<file path="config.mk">
export PLATFORM = sky130hd
export DESIGN_NAME = mult_share_arbiter
export DESIGN_NICKNAME = d
export VERILOG_FILES = /design/src/rtl/seq_mult_pkg.sv /design/src/rtl/mult_share_arbiter_rr_priority_pick.sv /design/src/rtl/mult_share_arbiter.sv
export SDC_FILE = /design/constraint.sdc
export NUM_CORES = 1
export LEC_CHECK = 0
export BUFFER_PORTS_ARGS = -buffer_cell sky130_fd_sc_hd__clkbuf_2
export CAP_MARGIN = 0
export CORE_UTILIZATION = 53
export DETAILED_ROUTE_END_ITERATION = 8
export PLACE_DENSITY = 0.92
export RECOVER_POWER = 25
export SLEW_MARGIN = 30
export SYNTH_ARGS = -nofsm -noshare
export SYNTH_HDL_FRONTEND = slang
export SYNTH_HIERARCHICAL = 1
export SYNTH_SLANG_ARGS = --single-unit
</file>
<file path="constraint.sdc">
create_clock -name clk -period 5.3 [get_ports clk]
set_clock_uncertainty 0.05 [all_clocks]
set_input_delay 0.53 -clock clk [delete_from_list [all_inputs] [get_ports clk]]
set_output_delay 0.53 -clock clk [all_outputs]
set_load 0.005 [all_outputs]
</file>
<file path="src/rtl/seq_mult_pkg.sv">
// Shared types and constants for the sequential-multiplier sharing arbiter.
// Holds the arbiter state encoding, default sizing and the pointer-width helper.
package seq_mult_pkg;

  localparam int DW          = 8;
  localparam int N_REQ_DEF   = 4;
  localparam int TIMEOUT_DEF = 64;

  typedef enum logic [1:0] {
    ST_IDLE,
    ST_LAUNCH,
    ST_WAIT,
    ST_DELIVER
  } arb_state_e;

  // Width of a requester index; never narrower than one bit.
  function automatic int PTR_W(input int n);
    return (n < 2) ? 1 : $clog2(n);
  endfunction

endpackage

</file>
<file path="src/rtl/mult_share_arbiter_rr_priority_pick.sv">
// Rotating priority encoder: searches i_req upward from i_rrPtr with wrap and
// returns the first set requester as both a one-hot vector and an index.
module rr_priority_pick
  #(parameter int N  = 4,
    parameter int PW = 2)
  (input  logic [N-1:0]  i_req,
   input  logic [PW-1:0] i_rrPtr,
   output logic [N-1:0]  o_winner,
   output logic [PW-1:0] o_winIdx,
   output logic          o_any);

  always_comb begin : pick
    int j;
    j        = 0;
    o_winner = '0;
    o_winIdx = '0;
    o_any    = 1'b0;
    for (int k = 0; k < N; k++) begin
      j = int'(i_rrPtr) + k;
      if (j >= N) j = j - N;
      if (!o_any && i_req[j]) begin
        o_any       = 1'b1;
        o_winner[j] = 1'b1;
        o_winIdx    = PW'(j);
      end
    end
  end

endmodule

</file>
<file path="src/rtl/mult_share_arbiter.sv">
// Round-robin arbiter sharing one signed sequential multiplier among N_REQ
// requesters, with a WAIT watchdog that aborts a transaction lacking ready.
module mult_share_arbiter
  import seq_mult_pkg::*;
  #(parameter int N_REQ       = N_REQ_DEF,
    parameter int TIMEOUT_CYC = TIMEOUT_DEF)
  (input  logic                clk,
   input  logic                rst,
   input  logic [N_REQ-1:0]    req,
   input  logic [N_REQ*DW-1:0] op_a,
   input  logic [N_REQ*DW-1:0] op_b,
   output logic [N_REQ-1:0]    grant,
   output logic [N_REQ-1:0]    done,
   output logic                err,
   output logic [2*DW-1:0]     result,
   output logic                busy,
   output logic                mult_start,
   output logic [DW-1:0]       mult_a,
   output logic [DW-1:0]       mult_b,
   input  logic                mult_ready,
   input  logic [2*DW-1:0]     mult_product);

  localparam int PW  = PTR_W(N_REQ);
  localparam int WDW = $clog2(TIMEOUT_CYC + 1);

  arb_state_e        r_state;
  logic [PW-1:0]     r_rrPtr;
  logic [PW-1:0]     r_winIdx;
  logic              r_armed;
  logic [WDW-1:0]    r_wdog;
  logic [N_REQ-1:0]  r_grant;
  logic [N_REQ-1:0]  r_done;
  logic              r_err;
  logic [2*DW-1:0]   r_result;
  logic              r_busy;
  logic              r_multStart;
  logic [DW-1:0]     r_multA;
  logic [DW-1:0]     r_multB;

  logic [N_REQ-1:0]  w_winner;
  logic [PW-1:0]     w_winIdx;
  logic              w_any;
  logic              w_readyHit;
  logic              w_timeout;

  rr_priority_pick #(.N(N_REQ), .PW(PW)) u_pick
    (.i_req   (req),
     .i_rrPtr (r_rrPtr),
     .o_winner(w_winner),
     .o_winIdx(w_winIdx),
     .o_any   (w_any));

  // Ready only counts once it has been seen low, so a level left over from the
  // previous operation cannot complete this one; ready beats a same-cycle timeout.
  assign w_readyHit = mult_ready && r_armed;
  assign w_timeout  = (r_wdog == WDW'(TIMEOUT_CYC - 1));

  always_ff @(posedge clk or posedge rst) begin
    if (rst) begin
      r_state     <= ST_IDLE;
      r_rrPtr     <= '0;
      r_winIdx    <= '0;
      r_armed     <= 1'b0;
      r_wdog      <= '0;
      r_grant     <= '0;
      r_done      <= '0;
      r_err       <= 1'b0;
      r_result    <= '0;
      r_busy      <= 1'b0;
      r_multStart <= 1'b0;
      r_multA     <= '0;
      r_multB     <= '0;
    end else begin
      case (r_state)
        ST_IDLE: begin
          if (w_any) begin
            r_grant     <= w_winner;
            r_winIdx    <= w_winIdx;
            r_multA     <= op_a[int'(w_winIdx)*DW +: DW];
            r_multB     <= op_b[int'(w_winIdx)*DW +: DW];
            r_multStart <= 1'b1;
            r_busy      <= 1'b1;
            r_state     <= ST_LAUNCH;
          end
        end
        ST_LAUNCH: begin
          r_multStart <= 1'b0;
          r_armed     <= 1'b0;
          r_wdog      <= '0;
          r_state     <= ST_WAIT;
        end
        ST_WAIT: begin
          if (w_readyHit) begin
            r_result <= mult_product;
            r_done   <= r_grant;
            r_err    <= 1'b0;
            r_state  <= ST_DELIVER;
          end else if (w_timeout) begin
            r_result <= '0;
            r_done   <= r_grant;
            r_err    <= 1'b1;
            r_state  <= ST_DELIVER;
          end else begin
            r_wdog <= r_wdog + WDW'(1);
            if (!mult_ready) r_armed <= 1'b1;
          end
        end
        ST_DELIVER: begin
          r_done  <= '0;
          r_err   <= 1'b0;
          r_grant <= '0;
          r_busy  <= 1'b0;
          r_rrPtr <= (r_winIdx == PW'(N_REQ - 1)) ? '0 : r_winIdx + PW'(1);
          r_state <= ST_IDLE;
        end
        default: r_state <= ST_IDLE;
      endcase
    end
  end

  assign grant      = r_grant;
  assign done       = r_done;
  assign err        = r_err;
  assign result     = r_result;
  assign busy       = r_busy;
  assign mult_start = r_multStart;
  assign mult_a     = r_multA;
  assign mult_b     = r_multB;

endmodule

</file>
==> flow_summary.json, run 1 <==
{
  "ys_types": 47,
  "ys_seq_area_frac": 0.419,
  "clkSinkCount": 57,
  "ant_nets": 0,
  "synth_area_leaders": "dfrtp_1 (42%), mux4_2 (11%), nand2_1 (11%)",
  "synth-edff-count": 0,
  "holdPathEnd": "result[1]",
  "viasPerCell": 5.65,
  "critical_path_peak_fanout": 17,
  "required_ns": 5.48,
  "layout_common_cells": "clkbuf_2 (129), nand2_1 (99), dfrtp_1 (57)",
  "slew_headroom": -1.02,
  "max-vdd-ir-drop_mv": 0.371,
  "grt_start_max_net_pins": 58,
  "cellLeakagePower_uw": 0.00216,
  "die_w_microns": 82.2,
  "synthArstFlopShare": 1.00,
  "crit_type": "register to register",
  "switching_share": 0.399,
  "rsz0062_at_grt": "false",
  "dp.cells": 519,
  "finalWeightedCongestion": 0.906,
  "p_int_uw": 1580,
  "route.detailed.drc": 0,
  "drtIter0Drc": 133,
  "cts_buffer_depth": 2,
  "nNetsFinal": 556,
  "cts_resized": 0,
  "fp.dieH_microns": 82.2,
  "finalMaxSlewViolations": 58,
  "totalWireLength_microns": 8380,
  "arrival_ns": 3.80,
  "synth_top_cell_area_share": 0.419,
  "syn-instance-count": 330,
  "setup_tns_ns": 0,
  "stdcell_count": 534,
  "clkLatencyLatePin_ns": 0.33,
  "hold_path_startpoint": "mult_product[1]",
  "fp.dieArea_sq_mm": 0.00676,
  "grt_util_all_layers": 0.257,
  "r2r_start": "r_rrPtr[0]",
  "startpoint_type": "register",
  "r2r_slack_ns": 1.68,
  "rr_worst_depth": 8,
  "period_minus_slack_ns": 3.62,
  "ys.flop_type": "dfrtp_1",
  "p_per_area_mw_per_mm2": 614,
  "port_buffers": 129,
  "fmax_mhz": 276,
  "status": "finished, violations left",
  "start_util": 0.562,
  "post-route-period-util": 0.683,
  "dp_hpwl_microns": 6210,
  "clk_pin_slew_worst_paths_ns": 0.07,
  "final_common_cell": "clkbuf_2",
  "io_pins": 130,
  "wl_per_cell_microns": 15.7,
  "drive_above_1_share": 0.412,
  "vias": 3016,
  "post-cts-setup-buffers": 0,
  "htree_levels": 3,
  "power_frac_comb": 0.528,
  "clockPowerShare": 0.183,
  "min_path_cells": 3,
  "p_seq_frac": 0.289,
  "antenna_found_initial": 0,
  "cap_violations": 1,
  "diodes": 0,
  "root_buffer": "clkbuf_8",
  "hp-class": "input port to register",
  "hold_buffers": 0,
  "synthesis.area_sq_mm": 0.00341,
  "power.switching_uw": 1050,
  "grt-ovfl-total": 0,
  "grt_first_pass_wirelength_microns": 13000,
  "syn2layout_area_growth_pct": 25.8,
  "yosys_warnings": 6,
  "dr.pass1.iters": 5,
  "setup_violations": 0,
  "violations": "capacitance limit, slew limit",
  "hold_violations": 0,
  "core-area_sq_mm": 0.00606,
  "rows": 28,
  "ys_ff_latch": 57,
  "grt_pass1_vias": 2896,
  "rr_endpoint": "mult_b[4]",
  "tightest_slew_ns": 3.03,
  "synth_top_area_cell": "dfrtp_1",
  "end_kind": "register",
  "tritoncts": "yes",
  "cts_buffers": 9,
  "synth_nets": 431,
  "syn_area_per_cell_sq_um": 10.3
}
==> kinds of logic (layout without fill, tap and decap cells) <==
family,after synthesis,count (layout),synth area share
and+or+nand+nor,140,140,0.187
adders and majority gates,14,14,0.0514
buffers and inverters,26,155,0.0448
AOI/OAI and AO/OA,64,64,0.134
muxes,29,29,0.165
DFF,57,57,0.419
==> sequential cells by signal, indices dropped and copies added, names as in the netlist <==
register	cells
mult_start	1
grant	4
done	4
mult_a	8
err	1
busy	1
result	16
mult_b	8
r_wdog	7
r_rrPtr	2
r_winIdx	2
r_state	2
r_armed	1
==> worst max-delay path, stage by stage (launching register included) <==
cell      delay (ns)
dfrtp_1         0.73
inv_1           0.21
ha_1            0.39
mux4_2          0.44
o311ai_0        0.38
a32o_1          0.73
mux4_2          0.43
nand2_1         0.08
nand2_1         0.06
==> layer usage <==
metal | wire length (microns) | GRT usage | part of all wire | vias up
li1 | - | - | - | 1425
met1 | 3230 | 0.289 | 0.38 | 1445
met2 | 4530 | 0.464 | 0.54 | 121
met3 | 413 | 0.0495 | 0.049 | 25
met4 | 206 | 0.125 | 0.025 | 0
met5 | 0 | 0 | 0 | -
==> per-stage QoR <==
step                       util  power (uW)  setup WS (ns)  cell area, sq um  hold WS, ns
final                     0.708        2630           1.68              4290        0.347
after global routing      0.708        2830           1.46              4290        0.340
after CTS                 0.708        2650           1.69              4290        0.343
after detailed placement  0.670        2150           1.67              4060        0.414
after global placement    0.668        2040           1.74              4050        0.410
after floorplan               -        1800           2.33              3410        0.400
==> synthesized netlist by cell type (3+ instances only) <==
library cell,count
nand3_1,4
a22oi_1,8
o21ai_2,10
nor2_1,9
o21ai_0,23
nor2b_1,6
clkbuf_1,3
mux2i_1,4
nor3_1,6
nand2b_1,3
a21oi_1,7
a32o_1,5
inv_1,9
dfrtp_1,57
ha_1,14
mux4_2,17
buf_6,4
buf_2,6
nand2_1,99
mux2_2,4
mux4_1,3
==> area by class of cell <==
| class | instances | area (sq um) |
|---|---|---|
| fill | 451 | 1770 |
| multi-input combinational | 247 | 1840 |
| sequential | 57 | 1430 |
| inverter | 9 | 33.8 |
| tap | 75 | 93.8 |
| clock buffer | 9 | 124 |
| timing repair buffer | 131 | 661 |
| clock inverter | 6 | 108 |
==> how the worst max path moves through the flow <==
stage / from / slack, ns / endpoint / depth (start not counted)
2_1_floorplan: r_rrPtr[0] / 2.33 / mult_b[6] / 13
3_3_place_gp: r_rrPtr[0] / 1.74 / mult_b[1] / 8
3_5_place_dp: r_rrPtr[0] / 1.67 / mult_b[2] / 8
4_1_cts: r_rrPtr[0] / 1.69 / mult_b[2] / 8
5_1_grt: r_rrPtr[0] / 1.46 / mult_a[2] / 8
6_report: r_rrPtr[0] / 1.68 / mult_b[4] / 8
==> power groups by stage <==
stage | clock network (uW) | registers [uW] | logic (uW)
after floorplan | 0 | 741 | 1060
after global placement | 0 | 754 | 1290
after detailed placement | 0 | 765 | 1380
after CTS | 486 | 760 | 1400
after global routing | 508 | 786 | 1530
final | 483 | 760 | 1390
Power figures use the tool's default switching activity.
==> inputs of run 2 (changes only) <==
--- a/config.mk
+++ b/config.mk
@@ -5,11 +5,12 @@
 export SDC_FILE = /design/constraint.sdc
 export NUM_CORES = 1
 export LEC_CHECK = 0
+export ABC_AREA = 1
 export BUFFER_PORTS_ARGS = -buffer_cell sky130_fd_sc_hd__clkbuf_2
 export CAP_MARGIN = 0
-export CORE_UTILIZATION = 53
+export CORE_UTILIZATION = 45
 export DETAILED_ROUTE_END_ITERATION = 8
-export PLACE_DENSITY = 0.92
+export PLACE_DENSITY = 0.83
 export RECOVER_POWER = 25
 export SLEW_MARGIN = 30
 export SYNTH_ARGS = -nofsm -noshare
==> constraint.sdc (replaced) <==
create_clock -name clk -period 2.9 [get_ports clk]
set_clock_uncertainty 0.05 [all_clocks]
set_input_delay 0.29 -clock clk [delete_from_list [all_inputs] [get_ports clk]]
set_output_delay 0.29 -clock clk [all_outputs]
set_load 0.005 [all_outputs]
==> run 2 against run 1 <==
The flow now finishes without violations. Clock power rose by 93%. Via count rose by 14%. First-iteration DRC count fell by 6.0%. Critical endpoint unchanged. Synthesized cell count rose by 34%. Combinational power rose by 100%. Register-to-register slack got worse by 1.4 ns. Non-clock buffer count rose by 8. Die area rose by 19%.
==> flow_summary.json, run 2 <==
{
  "r2r_start": "r_rrPtr[0]",
  "die_w_microns": 89.5,
  "endpoint": "mult_b[4]",
  "core-area_sq_mm": 0.00733,
  "io_pins": 130,
  "viasPerCell": 5.08,
  "setup_tns_ns": 0,
  "start_util": 0.470,
  "dp.cells": 659,
  "hold_violations": 0,
  "drtIter0Drc": 125,
  "grt_first_pass_wirelength_microns": 13300,
  "syn2layout_area_growth_pct": 27.8,
  "cp_cell_sequence": "inv_2 -> ha_1 -> inv_1 -> nand3_1 -> nand2_1 -> nor2_1 -> a21oi_1 -> nand3_1 -> nor2_1 -> o211ai_1 -> o211ai_1",
  "cellLeakagePower_uw": 0.00235,
  "status": "finished, final reports clean",
  "synth_nets": 542,
  "finalWeightedCongestion": 0.945,
  "cts_buffers": 9,
  "largest_reg_flops": 16,
  "ys.flop_type": "dfrtp_1",
  "finalMaxSlewViolations": 0,
  "wl_per_cell_microns": 12.7,
  "crit_start": "r_rrPtr[0]",
  "end_kind": "register",
  "period_minus_slack_ns": 2.65,
  "fp.dieH_microns": 89.5,
  "grt_start_max_net_pins": 35,
  "syn_area_per_cell_sq_um": 7.81,
  "setup_violations": 0,
  "tritoncts": "yes",
  "final_common_cell": "clkbuf_2",
  "root_buffer": "clkbuf_8",
  "yosys_warnings": 6,
  "rows": 31,
  "layout_common_cells": "clkbuf_2 (115), nand2_1 (86), dfrtp_1 (57)",
  "post-route-period-util": 0.915,
  "fillers": 674,
  "clkLatencyLatePin_ns": 0.34,
  "grt_pass1_vias": 3094,
  "p_per_area_mw_per_mm2": 1160,
  "ys_ff_latch": 57,
  "rsz0062_at_grt": "false",
  "p_int_uw": 2790,
  "arrival_ns": 2.86,
  "totalWireLength_microns": 8580,
  "cts_buffer_depth": 2,
  "synth_area_leaders": "dfrtp_1 (41%), nand2_1 (9.4%), nand3_1 (5.2%)",
  "max_stage_delay_ns": 0.60,
  "synth_top_cell_area_share": 0.414,
  "nNetsFinal": 673,
  "htree_levels": 3,
  "utilization": 0.600,
  "switching_share": 0.454,
  "ys_seq_area_frac": 0.414,
  "grt-ovfl-total": 0,
  "startpoint_type": "register",
  "rr_endpoint": "mult_b[4]",
  "route.detailed.drc": 0,
  "clk_pin_slew_worst_paths_ns": 0.08,
  "ys_types": 28,
  "clkSinkCount": 57,
  "max-vdd-ir-drop_mv": 0.557,
  "hp-class": "input port to register",
  "critPathSlowestCell": "nor2_1",
  "diodes": 0,
  "vias": 3431,
  "critical_path_peak_fanout": 11,
  "ant_nets": 0,
  "stdcell_count": 676,
  "synthArstFlopShare": 1.00,
  "fmax_mhz": 377,
  "synthTopCellsByCount": "nand2_1 (86), dfrtp_1 (57), inv_1 (43), nor2_1 (43), nand3_1 (36)",
  "antenna_found_initial": 0,
  "clockPowerShare": 0.182,
  "r2r_slack_ns": 0.25,
  "p_seq_frac": 0.262,
  "grt_util_all_layers": 0.217,
  "syn-instance-count": 441,
  "required_ns": 3.11,
  "tightest_slew_ns": 0.848,
  "cap_violations": 0,
  "slew_headroom": 0.434,
  "port_buffers": 129,
  "synth_top_area_cell": "dfrtp_1",
  "rr_worst_depth": 11,
  "yosysMostFrequentCell": "nand2_1",
  "fp.dieArea_sq_mm": 0.00801,
  "synthesis.area_sq_mm": 0.00344,
  "crit_type": "register to register",
  "power.switching_uw": 2320,
  "synth-edff-count": 0,
  "power_frac_comb": 0.556,
  "dr.pass1.iters": 5,
  "drive_above_1_share": 0.314,
  "dp_hpwl_microns": 6530
}
## run 2: final cells by class
cell class | instances | area [sq um] | area share
tap | 99 | 124 | 0.0281
sequential | 57 | 1430 | 0.324
clock buffer | 9 | 124 | 0.0281
multi-input combinational | 320 | 1730 | 0.393
timing repair buffer | 139 | 706 | 0.160
inverter | 45 | 169 | 0.0384
clock inverter | 7 | 125 | 0.0284
## run 2: critical path: cells and delay by family, from the launching register on
kind,cells,cell delay [ns]
flip-flops,1,0.40
adder cells (fa/ha/maj),1,0.32
AO/OA/AOI/OAI,3,0.48
buffers and inverters,2,0.33
AND/OR/NAND/NOR,5,0.99
## run 2: logic make-up (layout without fill, tap and decap cells)
kind of cell,after synthesis,after routing,share of synthesized area
AO/OA/AOI/OAI,88,88,0.150
adder cells (fa/ha/maj),14,14,0.0509
buffers and inverters,64,200,0.0843
AND/OR/NAND/NOR,217,217,0.298
multiplexers,1,1,0.00327
flip-flops,57,57,0.414
## run 2: worst min-delay path by stage
stage / from / endpoint / slack, ns / cells after the start
2_1_floorplan: mult_ready / r_armed / 0.35 / 1
3_3_place_gp: rst / result[0] / 0.27 / 2
3_5_place_dp: rst / result[0] / 0.28 / 2
4_1_cts: mult_product[9] / result[9] / 0.09 / 3
5_1_grt: mult_product[0] / result[0] / 0.1 / 3
6_report: mult_product[9] / result[9] / 0.10 / 3
## run 2: what timing repair did
action / 4_1_cts / 5_1_grt
resized for setup: 0 / 0
hold buffers: 1 / 0
hold endpoints to repair: 23 / 0
setup buffers: 0 / 0
## run 2: power groups by stage
stage,registers [uW],clock network [uW],logic (uW)
2_1_floorplan,1350,0,2060
3_5_place_dp,1350,0,2880
3_3_place_gp,1330,0,2780
4_1_cts,1340,952,2880
5_1_grt,1370,994,3240
6_report,1340,930,2840
## run 2: metal layers
metal	part of all wire	global-route usage	up-vias
li1	-	-	1721
met1	0.43	0.239	1576
met2	0.50	0.398	118
met3	0.052	0.0499	16
met4	0.019	0.0981	0
met5	0	0	-
## run 2: through the flow
| stage | setup slack [ns] | power (uW) | hold WS [ns] | area (sq um) |
|---|---|---|---|---|
| 4_1_cts | 0.270 | 5170 | 0.0905 | 4420 |
| 5_1_grt | 0.0256 | 5610 | 0.0950 | 4400 |
| 3_5_place_dp | 0.289 | 4230 | 0.281 | 4160 |
| 6_report | 0.247 | 5110 | 0.104 | 4400 |
| 2_1_floorplan | 0.449 | 3410 | 0.347 | 3440 |
| 3_3_place_gp | 0.433 | 4120 | 0.267 | 4160 |
